==> src/rtl/sdram_req_bridge.sv <==
// rtl/sdram_req_bridge.sv - byte-wide CPU request bridge onto an 8-phase 16-bit SDRAM controller slot
// Optional one-word read buffer: define SDRAM_REQ_BRIDGE_READ_BUF_EN.
module sdram_req_bridge (
  input  logic        clk,
  input  logic        reset_n,
  input  logic        cpu_req,
  input  logic        cpu_we,
  input  logic [23:0] cpu_addr,
  input  logic [7:0]  cpu_wdata,
  output logic [7:0]  cpu_rdata,
  output logic        cpu_ready,
  output logic        busy,
  output logic        sync,
  output logic [23:0] addr,
  output logic [15:0] din,
  output logic [1:0]  ds,
  output logic        oe,
  output logic        we,
  input  logic [15:0] dout,
  input  logic        ack
);

  typedef enum logic [1:0] {IDLE, PEND, WIN, DONE} state_t;

  state_t      state_q, state_d;
  logic [2:0]  ph_q;
  logic        we_lat_q, we_lat_d;
  logic [23:0] addr_lat_q, addr_lat_d;
  logic [7:0]  wdata_q, wdata_d;
  logic        hit_q, hit_d;
  logic        oe_q, oe_d;
  logic        we_q, we_d;
  logic [23:0] addr_q, addr_d;
  logic [15:0] din_q, din_d;
  logic [1:0]  ds_q, ds_d;
  logic [7:0]  rdata_q, rdata_d;

  logic        launch_now;
  logic        src_we;
  logic [23:0] src_addr;
  logic [7:0]  src_wdata;
  logic        buf_hit;
  logic [7:0]  buf_byte;

  // Outputs are registered, so a window is launched on the ph7 edge to be live at ph0.
  assign src_we    = (state_q == PEND) ? we_lat_q   : cpu_we;
  assign src_addr  = (state_q == PEND) ? addr_lat_q : cpu_addr;
  assign src_wdata = (state_q == PEND) ? wdata_q    : cpu_wdata;

  assign sync      = reset_n & (ph_q == 3'd0);
  assign cpu_ready = (state_q == DONE);
  assign busy      = (state_q == PEND) || (state_q == WIN);
  assign cpu_rdata = rdata_q;
  assign oe        = oe_q;
  assign we        = we_q;
  assign addr      = addr_q;
  assign din       = din_q;
  assign ds        = ds_q;

`ifdef SDRAM_REQ_BRIDGE_READ_BUF_EN
  logic [22:0] buf_tag_q;
  logic [15:0] buf_data_q;
  logic        buf_valid_q;
  logic        win_end;

  assign win_end  = (state_q == WIN) && (ph_q == 3'd7);
  assign buf_hit  = buf_valid_q && !cpu_we && (buf_tag_q == cpu_addr[23:1]);
  assign buf_byte = addr_lat_q[0] ? buf_data_q[15:8] : buf_data_q[7:0];

  always_ff @(posedge clk or negedge reset_n) begin
    if (!reset_n) begin
      buf_tag_q   <= '0;
      buf_data_q  <= '0;
      buf_valid_q <= 1'b0;
    end else if (win_end && !we_q && ack) begin
      buf_tag_q   <= addr_q[22:0];
      buf_data_q  <= dout;
      buf_valid_q <= 1'b1;
    end else if (win_end && we_q && buf_valid_q && (buf_tag_q == addr_q[22:0])) begin
      if (addr_lat_q[0]) buf_data_q[15:8] <= wdata_q;
      else               buf_data_q[7:0]  <= wdata_q;
    end
  end
`else
  assign buf_hit  = 1'b0;
  assign buf_byte = 8'h00;
`endif

  always_comb begin
    state_d    = state_q;
    we_lat_d   = we_lat_q;
    addr_lat_d = addr_lat_q;
    wdata_d    = wdata_q;
    hit_d      = hit_q;
    oe_d       = oe_q;
    we_d       = we_q;
    addr_d     = addr_q;
    din_d      = din_q;
    ds_d       = ds_q;
    rdata_d    = rdata_q;
    launch_now = 1'b0;

    case (state_q)
      IDLE, DONE: begin
        state_d = IDLE;
        if (cpu_req) begin
          we_lat_d   = cpu_we;
          addr_lat_d = cpu_addr;
          wdata_d    = cpu_wdata;
          hit_d      = buf_hit;
          if (!buf_hit && (ph_q == 3'd7)) begin
            state_d    = WIN;
            launch_now = 1'b1;
          end else begin
            state_d = PEND;
          end
        end
      end
      PEND: begin
        if (hit_q) begin
          state_d = DONE;
          rdata_d = buf_byte;
        end else if (ph_q == 3'd7) begin
          state_d    = WIN;
          launch_now = 1'b1;
        end
      end
      WIN: begin
        // Writes are fire-and-forget; reads retry whole windows until acked.
        if (ph_q == 3'd7) begin
          if (we_q) begin
            we_d    = 1'b0;
            state_d = DONE;
          end else if (ack) begin
            oe_d    = 1'b0;
            rdata_d = addr_lat_q[0] ? dout[15:8] : dout[7:0];
            state_d = DONE;
          end
        end
      end
      default: state_d = IDLE;
    endcase

    if (launch_now) begin
      addr_d = {1'b0, src_addr[23:1]};
      ds_d   = src_addr[0] ? 2'b10 : 2'b01;
      din_d  = {src_wdata, src_wdata};
      we_d   = src_we;
      oe_d   = ~src_we;
    end
  end

  always_ff @(posedge clk or negedge reset_n) begin
    if (!reset_n) begin
      ph_q       <= 3'd0;
      state_q    <= IDLE;
      we_lat_q   <= 1'b0;
      addr_lat_q <= '0;
      wdata_q    <= '0;
      hit_q      <= 1'b0;
      oe_q       <= 1'b0;
      we_q       <= 1'b0;
      addr_q     <= '0;
      din_q      <= '0;
      ds_q       <= '0;
      rdata_q    <= '0;
    end else begin
      ph_q       <= ph_q + 3'd1;
      state_q    <= state_d;
      we_lat_q   <= we_lat_d;
      addr_lat_q <= addr_lat_d;
      wdata_q    <= wdata_d;
      hit_q      <= hit_d;
      oe_q       <= oe_d;
      we_q       <= we_d;
      addr_q     <= addr_d;
      din_q      <= din_d;
      ds_q       <= ds_d;
      rdata_q    <= rdata_d;
    end
  end

endmodule
==> config.mk <==
export PLATFORM = sky130hd
export DESIGN_NAME = sdram_req_bridge
export DESIGN_NICKNAME = d
export VERILOG_FILES = /design/src/rtl/sdram_req_bridge.sv
export SDC_FILE = /design/constraint.sdc
export NUM_CORES = 1
export LEC_CHECK = 0
export ABC_CLOCK_PERIOD_IN_PS = 5420
export BUFFER_PORTS_ARGS = -buffer_cell sky130_fd_sc_hd__buf_2
export CAP_MARGIN = 20
export CORE_MARGIN = 3
export CORE_UTILIZATION = 30
export DETAILED_ROUTE_END_ITERATION = 10
export HOLD_SLACK_MARGIN = 0.03
export PLACE_DENSITY_LB_ADDON = 0.12
export REMOVE_ABC_BUFFERS = 1
export SLEW_MARGIN = 30
export SYNTH_ARGS = -nofsm -noshare
export SYNTH_HDL_FRONTEND = slang
export SYNTH_SLANG_ARGS = --single-unit
==> constraint.sdc <==
create_clock -name clk -period 5.42 [get_ports clk]
set_clock_uncertainty 0.05 [all_clocks]
set_input_delay 0.271 -clock clk [delete_from_list [all_inputs] [get_ports clk]]
set_output_delay 0.271 -clock clk [all_outputs]
set_load 0.005 [all_outputs]
==> reports/results.ini, run 1 <==
[route]
drc = 0
wire_per_inst_um = 14.3
antenna_left = 0
vias_per_cell = 4.19
vias = 2206
drtIter0Drc = 31
firstDrtPassIters = 4
wirelength_mm = 7.55

[placement]
io_buffer_count = 106
place.detailed.hpwl_mm = 5.12
gp_congestion = 0.645
dp_slack_ns = 2.33
placed_cell_area_um2 = 4390

[sta]
hold_violations = 0
setup_viol = 0
setup_ws_ns = 2.41
rsz0062_at_grt = no
finalHoldWorstSlack_ns = 0.135
worstMarginPinSlew_ns = 0.908
fmax_mhz = 332
min_period_ns = 3.01
slew_headroom = 0.395
fin_setup_tns_ns = 0
fin_crit_sh = 0.556
maxSlewViolCount = 0

[cells_and_area]
drive_gt1_frac = 0.607
fillCellCount = 1207
num_antenna_cells = 0
seq_area_um2 = 2030
area_delta_synth_final_pct = 24.2
layout_commonest_cell = buf_2
fin_nets = 414
multi_input_area_um2 = 1580
stdcell_area_um2 = 4730
mostFrequentLayoutCells = buf_2 (105), dfrtp_1 (81), mux2_2 (66)

[floorplanning]
die_x_um = 119
rows = 40
die_h_um = 119
core_um2 = 12200
initial_core_util = 0.312
io_pins = 108
dieArea_um2 = 14100

[grt]
grt_pass1_vias = 2335
grt_usage = 0.110
grt_pass1_wl_mm = 12.2
overflow = 0
antenna_found_initial = 0
grt_max_degree = 63

[power]
p_sw_w = 0.000707
p_seq_frac = 0.412
p_comb_frac = 0.332
fin_total_pwr_w = 0.00257
switching_share = 0.275
powerDensity_nw_per_um2 = 544
cellLeakagePower_nw = 2.36
irDropWorstVdd_v = 0.000255
clockPowerShare = 0.256
p_int_w = 0.00186

[clocking]
cts_max_path_buffers = 2
post_cts_buffers = 0
clock_sinks = 81
cts_resized = 0
cts_buffers = 9
cts_htree_levels = 3
clk_pin_slew_ns = 0.06
cts_root_buf = clkbuf_16
worstSkewPairLatency_ns = 0.33
cts_tree = done
cts_hold_buf = 1

[synthesis]
synth_top_area_share = 0.533
synth.largest_area_cell = dfrtp_1
ys_types = 23
synth_area_um2 = 3810
netlist_instances = 256
ys_warn_count = 0
avgSynthCellArea_um2 = 14.9
ys_seq_elements = 81
yosysSeqAreaShare = 0.533
synthTopCellsByArea = dfrtp_1 (53%), mux2_2 (20%), mux2_4 (11%)

[worst_setup_path]
worstPathArrival_ns = 3.17
cp-start-kind = flop
worst-r2r-setup-slack_ns = 2.41
end_kind = flop
required_ns = 5.58
critical_path_class = reg2reg
crit_path_max_fanout = 35

[run]
cap_violations = 0

[hold_path]
min_path_type = in2reg

[status]
outcome = finished clean

[synth_stat cells]
| master | instances |
|---|---|
| or3b_1 | 2 |
| buf_12 | 3 |
| nand2_1 | 10 |
| dfrtp_1 | 81 |
| nor2_1 | 1 |
| o21ai_1 | 2 |
| buf_6 | 1 |
| mux2_4 | 28 |
| buf_2 | 1 |
| a2bb2oi_1 | 1 |
| conb_1 | 1 |
| ha_1 | 7 |
| clkbuf_1 | 7 |
| o21ai_0 | 6 |
| mux2_2 | 66 |
| buf_4 | 10 |
| and3b_1 | 1 |
| inv_1 | 6 |
| mux2i_1 | 12 |
| mux2_1 | 5 |
| a21boi_0 | 1 |
| nand4b_1 | 1 |
| a21oi_1 | 3 |
[through the flow]
step           utilization  std cells
6_report             0.387        527
3_3_place_gp         0.360        510
5_1_grt              0.387        527
2_1_floorplan            -        234
3_5_place_dp         0.360        510
4_1_cts              0.387        527
[cell families after synthesis]
logic type,count (synthesis),synth area share
multiplexers,111,0.352
flip-flops,81,0.533
AO/OA/AOI/OAI,13,0.0187
adder cells (fa/ha/maj),7,0.0230
buffers and inverters,28,0.0526
other,1,0.000985
AND/OR/NAND/NOR,15,0.0201
[final cells by class]
class	count	share of cell area
flip-flops and latches	81	0.429
multi-input cells	147	0.335
repair buffers	109	0.118
clock buffers	14	0.0559
well taps	168	0.0445
clock inverters	2	0.0127
inverters	6	0.00477
[critical path, cell delays in order, from the launching register on]
cell,delay [ns]
dfrtp_1,0.41
inv_1,0.09
ha_2,0.78
a21oi_1,0.07
or3b_2,0.76
buf_4,0.36
mux2_1,0.35
[path summary, 6_finish.rpt]
kind / from / to / depth (start not counted)
min in group asynchronous: reset_n / cpu_rdata[0]$_DFFE_PN0P_ / 2
worst min-delay path: cpu_addr[23] / addr_lat_q[23]$_DFFE_PN0P_ / 2
worst max register to register: state_q[1]$_DFFE_PN0P_ / din[7]$_DFFE_PN0P_ / 6
worst max-delay path: state_q[1]$_DFFE_PN0P_ / din[7]$_DFFE_PN0P_ / 6
worst min register to register: ph_q[0]$_DFF_PN0_ / ph_q[0]$_DFF_PN0_ / 1
max in group asynchronous: reset_n / addr_lat_q[8]$_DFFE_PN0P_ / 3
[state kept, by name, indices dropped and copies added, names as in the netlist]
name,count
state_q,2
din,8
ph_q,3
addr,23
we_lat_q,1
we,1
ds,2
wdata_q,8
addr_lat_q,24
cpu_rdata,8
oe,1
[power groups by stage]
| stage | registers, W | logic (W) | clock network [W] |
|---|---|---|---|
| 5_1_grt | 0.00110 | 0.000942 | 0.000703 |
| 2_1_floorplan | 0.00106 | 0.000543 | 0 |
| 4_1_cts | 0.00107 | 0.000880 | 0.000681 |
| 6_report | 0.00106 | 0.000853 | 0.000659 |
| 3_3_place_gp | 0.00107 | 0.000866 | 0 |
| 3_5_place_dp | 0.00107 | 0.000880 | 0 |
[per-layer routing]
| layer | part of all wire | global-route usage |
|---|---|---|
| met1 | 0.46 | 0.142 |
| met2 | 0.46 | 0.173 |
| met3 | 0.066 | 0.0397 |
| met4 | 0.014 | 0.0326 |
| met5 | 0 | 0 |
(Power assumes the default switching activity.)
==> run 2, diff against run 1 <==
Settings changed: ABC_AREA set to 1, ABC_CLOCK_PERIOD_IN_PS 5420 to 2600.
Clock period 5.42 ns to 2.6 ns, I/O delays scaled along.
==> reports/results.ini, run 2 <==
[synthesis]
netlist_instances = 438  ; +71%
ys_warn_count = 0  ; unchanged
ys_async_sr_fraction = 1.00  ; unchanged
yosysSeqAreaShare = 0.550  ; +0.0172
yosysMostFrequentCell = nand2_1
synthTopCellsByArea = dfrtp_1 (55%), nand2_1 (15%), o21ai_0 (9.6%)
synth_area_um2 = 3690  ; -3.1%
synth_top_area_share = 0.550  ; +0.0172
avgSynthCellArea_um2 = 8.42  ; -43%
synth_edf_count = 0  ; unchanged
ys_seq_elements = 81  ; unchanged
synthFlopType = dfrtp_1
ys_types = 20  ; -13%
synth.largest_area_cell = dfrtp_1
synth_common_cells = nand2_1 (144), dfrtp_1 (81), o21ai_0 (71)

[worst_setup_path]
critPathMaxStageDelay_ns = 0.54  ; -0.24 ns
required_ns = 2.80  ; -2.78 ns
crit_path_max_fanout = 34  ; -2.9%
worstPathCellList = inv_1 -> ha_1 -> nand2_2 -> nand2_2 -> nand2_2 -> buf_12 -> o21ai_0
cp-start-kind = flop
cp_common_cell = nand2_2
worstPathArrival_ns = 2.28  ; -0.89 ns
critical_path_class = reg2reg
cpMaxStageDelayCell = ha_1
end_kind = flop
setup.worst_path.start = state_q[0]$_DFFE_PN0P_
r2r_start = state_q[0]$_DFFE_PN0P_

[cells_and_area]
largest_register_ffs = 24  ; unchanged
num_antenna_cells = 0  ; unchanged
fillCellCount = 1215  ; +0.66%
fin_nets = 622  ; +50%
multi_input_area_um2 = 1310  ; -17%
fin_cells = 709  ; +35%
seq_area_um2 = 2030  ; unchanged
drive_gt1_frac = 0.251  ; -0.356
mostFrequentLayoutCells = nand2_1 (143), buf_2 (105), dfrtp_1 (81)
utilization = 0.419  ; +0.0318
layout_commonest_cell = nand2_1
top_register = addr_lat_q
area_delta_synth_final_pct = 33.0

[hold_path]
min_path_type = in2reg
hp-start = cpu_addr[16]

[route]
wire_per_inst_um = 12.2  ; -14%
wirelength_mm = 8.68  ; +15%
antenna_left = 0  ; unchanged
vias = 3091  ; +40%
vias_per_cell = 4.36  ; +4.1%
drtIter0Drc = 174  ; +460%
drc = 0  ; unchanged
firstDrtPassIters = 4  ; unchanged

[floorplanning]
io_pins = 108  ; unchanged
die_h_um = 117  ; -1.5%
rows = 39  ; -2.5%
die_x_um = 117  ; -1.5%
initial_core_util = 0.315  ; +0.00317
dieArea_um2 = 13700  ; -3.0%
core_um2 = 11700  ; -4.1%

[sta]
setup_viol = 0  ; unchanged
maxSlewViolCount = 0  ; unchanged
rsz0062_at_grt = no
finalHoldWorstSlack_ns = 0.0358  ; -0.0991 ns
fmax_mhz = 480  ; +45%
min_period_ns = 2.08  ; -0.931 ns
hold_violations = 0  ; unchanged
worstMarginPinSlew_ns = 0.523  ; -0.385 ns
fin_crit_sh = 0.801  ; +0.245
slew_headroom = 0.651  ; +0.257

[grt]
antenna_found_initial = 0  ; unchanged
grtUsageMet2 = 0.218  ; +0.0450
grt_pass1_wl_mm = 14.4  ; +18%
top_usage_layer = met2
grt_usage = 0.137  ; +0.0266
grt_pass1_vias = 2951  ; +26%
grt_max_degree = 82  ; +30%
grt_util_met3 = 0.0344  ; -0.00527
grt_use_met1 = 0.173  ; +0.0307
overflow = 0  ; unchanged

[status]
outcome = finished clean

[power]
cellLeakagePower_nw = 2.69  ; +14%
powerDensity_nw_per_um2 = 1030  ; +90%
irDropWorstVdd_v = 0.000423  ; +66%

[clocking]
worstSkewPairLatency_ns = 0.34  ; about the same
clk_pin_slew_ns = 0.06  ; about the same
cts_htree_levels = 3  ; unchanged
cts_max_path_buffers = 2  ; unchanged
cts_buffers = 9  ; unchanged
cts_resized = 0  ; unchanged
cts_root_buf = clkbuf_16
cts_tree = done
clock_sinks = 81  ; unchanged

[placement]
gp_congestion = 0.742  ; +15%
io_buffer_count = 106  ; unchanged
dpl.cell_count = 661  ; +30%
place.detailed.hpwl_mm = 5.76  ; +13%

[run]
cap_violations = 0  ; unchanged

==> run 2: cell count changes in the layout (fill, tap and decap cells not counted), moves of 12 or more <==
cell           change
inv_1             +35
mux2_2            -66
dlygate4sd3_1     +32
nand2_1          +134
mux2_4            -28
nand3_1           +13
mux2i_1           -12
o21ai_0           +65
o21ai_1           +26
==> run 2: per-layer routing <==
| metal | wire [um] | share of wire |
|---|---|---|
| met4 | 164 | 0.019 |
| met5 | 0 | 0 |
| met2 | 4120 | 0.47 |
| met3 | 401 | 0.046 |
| met1 | 4000 | 0.46 |
==> run 2: repair_timing <==
action                    CTS  global route
hold endpoints to repair  113             0
setup buffers               0             0
hold buffers               33             0
==> run 2: worst max-delay path, delay by kind of cell (launching register included) <==
kind | cells | cell delay (ns)
adders and majority gates | 1 | 0.54
and+or+nand+nor | 3 | 0.45
DFF | 1 | 0.40
buffers and inverters | 2 | 0.35
AOI/OAI and AO/OA | 1 | 0.19
==> run 2: path summary, 6_finish.rpt <==
| check | end | slack, ns | cells past startpoint |
|---|---|---|---|
| worst max-delay path | din[7]$_DFFE_PN0P_ | 0.52 | 7 |
| worst min-delay path | addr_lat_q[16]$_DFFE_PN0P_ | 0.04 | 3 |
| worst max register to register | din[7]$_DFFE_PN0P_ | 0.52 | 7 |
| worst min register to register | ph_q[0]$_DFF_PN0_ | 0.39 | 1 |
| max in group asynchronous | din[8]$_DFFE_PN0P_ | 1.79 | 3 |
| min in group asynchronous | addr[5]$_DFFE_PN0P_ | 0.33 | 3 |
==> run 2: power by group <==
part	total, W	internal (W)	leakage [nW]	switching [W]
Clock	0.00128	0.000788	0.148	0.000493
Combinational	0.00163	0.000732	1.54	0.000902
Sequential	0.00216	0.00183	1.01	0.000335
Total	0.00508	0.00335	2.69	0.00173
==> run 2: area by class of cell <==
type,count,area share
Multi-Input combinational cell,283,0.267
Tap cell,143,0.0365
Timing Repair Buffer,145,0.190
Sequential cell,81,0.413
Clock inverter,3,0.00816
Inverter,42,0.0321
Clock buffer,12,0.0523
==> run 2: kinds of logic after synthesis <==
kind of cell / count (synthesis) / share of synthesized area
simple gates: 174 / 0.192
compound gates: 101 / 0.138
flops: 81 / 0.550
buf+inv: 74 / 0.0953
fa+ha+maj: 7 / 0.0238
other cells: 1 / 0.00102
==> run 2: stage by stage <==
step	setup slack, ns	power, W	instance area [um^2]	setup TNS, ns
final	0.518	0.00508	4900	0
after floorplan	-0.268	0.00304	3490	-7.89
after global placement	0.573	0.00378	4280	0
after CTS	0.461	0.00518	4900	0
after detailed placement	0.465	0.00382	4280	0
after global routing	0.286	0.00554	4900	0
==> run 3, diff against run 2 <==
Settings changed: ABC_CLOCK_PERIOD_IN_PS 2600 to 1800.
Clock period 2.6 ns to 1.8 ns, I/O delays scaled along.
==> reports/results.ini, run 3 (synthesis results as in run 2) <==
[cells_and_area]
fin_cells = 726  ; +2.4%
utilization = 0.432  ; +0.0127
largest_register_ffs = 24  ; unchanged
top_register = addr_lat_q
drive_gt1_frac = 0.259  ; +0.00812
fin_nets = 638  ; +2.6%
layout_commonest_cell = nand2_1
num_antenna_cells = 0  ; unchanged
area_delta_synth_final_pct = 37.1
mostFrequentLayoutCells = nand2_1 (143), buf_2 (105), dfrtp_1 (81)

[clocking]
worstSkewPairLatency_ns = 0.34  ; about the same
post_cts_buffers = 0  ; unchanged
cts_max_path_buffers = 2  ; unchanged
cts_htree_levels = 3  ; unchanged
cts_root_buf = clkbuf_16
cts_tree = done
clk_pin_slew_ns = 0.06  ; about the same
clock_sinks = 81  ; unchanged
cts_buffers = 9  ; unchanged

[hold_path]
min_path_type = in2reg
holdPathStages = 5  ; +2

[sta]
maxSlewViolCount = 0  ; unchanged
finalHoldWorstSlack_ns = 0.0361  ; +0.000306 ns
worstMarginPinSlew_ns = 0.516  ; -0.00711 ns
slew_headroom = 0.656  ; +0.00474
fin_setup_tns_ns = 0  ; unchanged
fin_crit_sh = 0.928
min_period_ns = 1.67
setup_viol = 0  ; unchanged
rsz0062_at_grt = no
hold_violations = 0  ; unchanged
fmax_mhz = 599

[floorplanning]
dieArea_um2 = 13700  ; unchanged
io_pins = 108  ; unchanged
initial_core_util = 0.315  ; unchanged
die_h_um = 117  ; unchanged
core_um2 = 11700  ; unchanged
rows = 39  ; unchanged
die_x_um = 117  ; unchanged

[grt]
antenna_found_initial = 0  ; unchanged
grt_pass1_wl_mm = 14.6  ; +0.87%
grt_usage = 0.135  ; -0.00104
grt_max_degree = 42  ; -49%
overflow = 0  ; unchanged
grt_pass1_vias = 3093  ; +4.8%

[worst_setup_path]
end_kind = output port
cp-start-kind = flop
required_ns = 1.66  ; -1.14 ns
worstPathArrival_ns = 1.53  ; -0.75 ns
ff2ff_path_depth = 4  ; -3
crit_path_max_fanout = 11  ; -68%
critical_path_class = reg2out

[route]
vias_per_cell = 4.34  ; -0.51%
drtIter0Drc = 146  ; -16%
firstDrtPassIters = 4  ; unchanged
vias = 3149  ; +1.9%
drc = 0  ; unchanged
wirelength_mm = 8.83  ; +1.7%
wire_per_inst_um = 12.2  ; -0.67%
antenna_left = 0  ; unchanged

[placement]
dpl.cell_count = 668  ; +1.1%
place.detailed.hpwl_mm = 6.23  ; +8.2%
io_buffer_count = 106  ; unchanged
gp_congestion = 0.745  ; +0.46%

[power]
fin_total_pwr_w = 0.00741  ; +46%
powerDensity_nw_per_um2 = 1470  ; +42%
cellLeakagePower_nw = 2.77  ; +2.8%
irDropWorstVdd_v = 0.000837  ; +98%

[status]
outcome = finished clean

[run]
cap_violations = 0  ; unchanged

[run 3: cell count changes in the layout (fill, tap and decap cells not counted), sizes merged]
cell / change
dlygate4sd3: +9
clkinvlp: +2
buf: +7
clkbuf: -1
[run 3: critical path, cell delays in order, from the launching register on]
cell	delay, ns
dfrtp_1	0.40
inv_1	0.08
ha_1	0.33
buf_4	0.20
inv_2	0.07
buf_2	0.10
[run 3: timing repair]
action | 4_1_cts | 5_1_grt
hold endpoints to repair | 121 | 0
resized for setup | 0 | 2
hold buffers | 42 | 0
endpoints found under the setup margin | 0 | 3
[run 3: report_power, final]
group | total [W] | switching (W) | leakage, nW | internal, W
clock network | 0.00182 | 0.000717 | 0.142 | 0.00111
registers | 0.00313 | 0.000488 | 1.01 | 0.00264
logic | 0.00246 | 0.00133 | 1.62 | 0.00113
[run 3: layout make-up]
class / instances / area [um^2]
clock inverters: 5 / 55.1
well taps: 143 / 179
clock buffers: 11 / 243
repair buffers: 161 / 1080
fillers: 1203 / 6660
flip-flops and latches: 81 / 2030
multi-input cells: 283 / 1320
inverters: 42 / 158
[run 3: metrics by stage]
| step | cell area (um^2) | setup slack [ns] |
|---|---|---|
| global placement | 4330 | 0.204 |
| detailed placement | 4330 | 0.153 |
| global route | 5050 | 0.0248 |
| CTS | 5050 | 0.0579 |
| floorplan | 3490 | -1.07 |
| finish | 5050 | 0.130 |
[run 3: path summary, 6_finish.rpt]
check                                          startpoint                        to  slack, ns
worst max register to register  addr_lat_q[0]$_DFFE_PN0P_  cpu_rdata[2]$_DFFE_PN0P_       0.17
worst min-delay path                              dout[8]  cpu_rdata[0]$_DFFE_PN0P_       0.04
worst min register to register          ph_q[0]$_DFF_PN0_         ph_q[0]$_DFF_PN0_       0.40
min in group asynchronous                         reset_n       din[14]$_DFFE_PN0P_       0.36
max in group asynchronous                         reset_n  cpu_rdata[1]$_DFFE_PN0P_       0.98
worst max-delay path               state_q[0]$_DFFE_PN0P_                      busy       0.13
[run 3: routing by layer]
metal	wire (um)	vias to the layer above	track usage
met5	0	-	0
met4	138	0	0.0466
met3	386	8	0.0350
met2	4480	63	0.236
met1	3830	1430	0.162
li1	-	1648	-
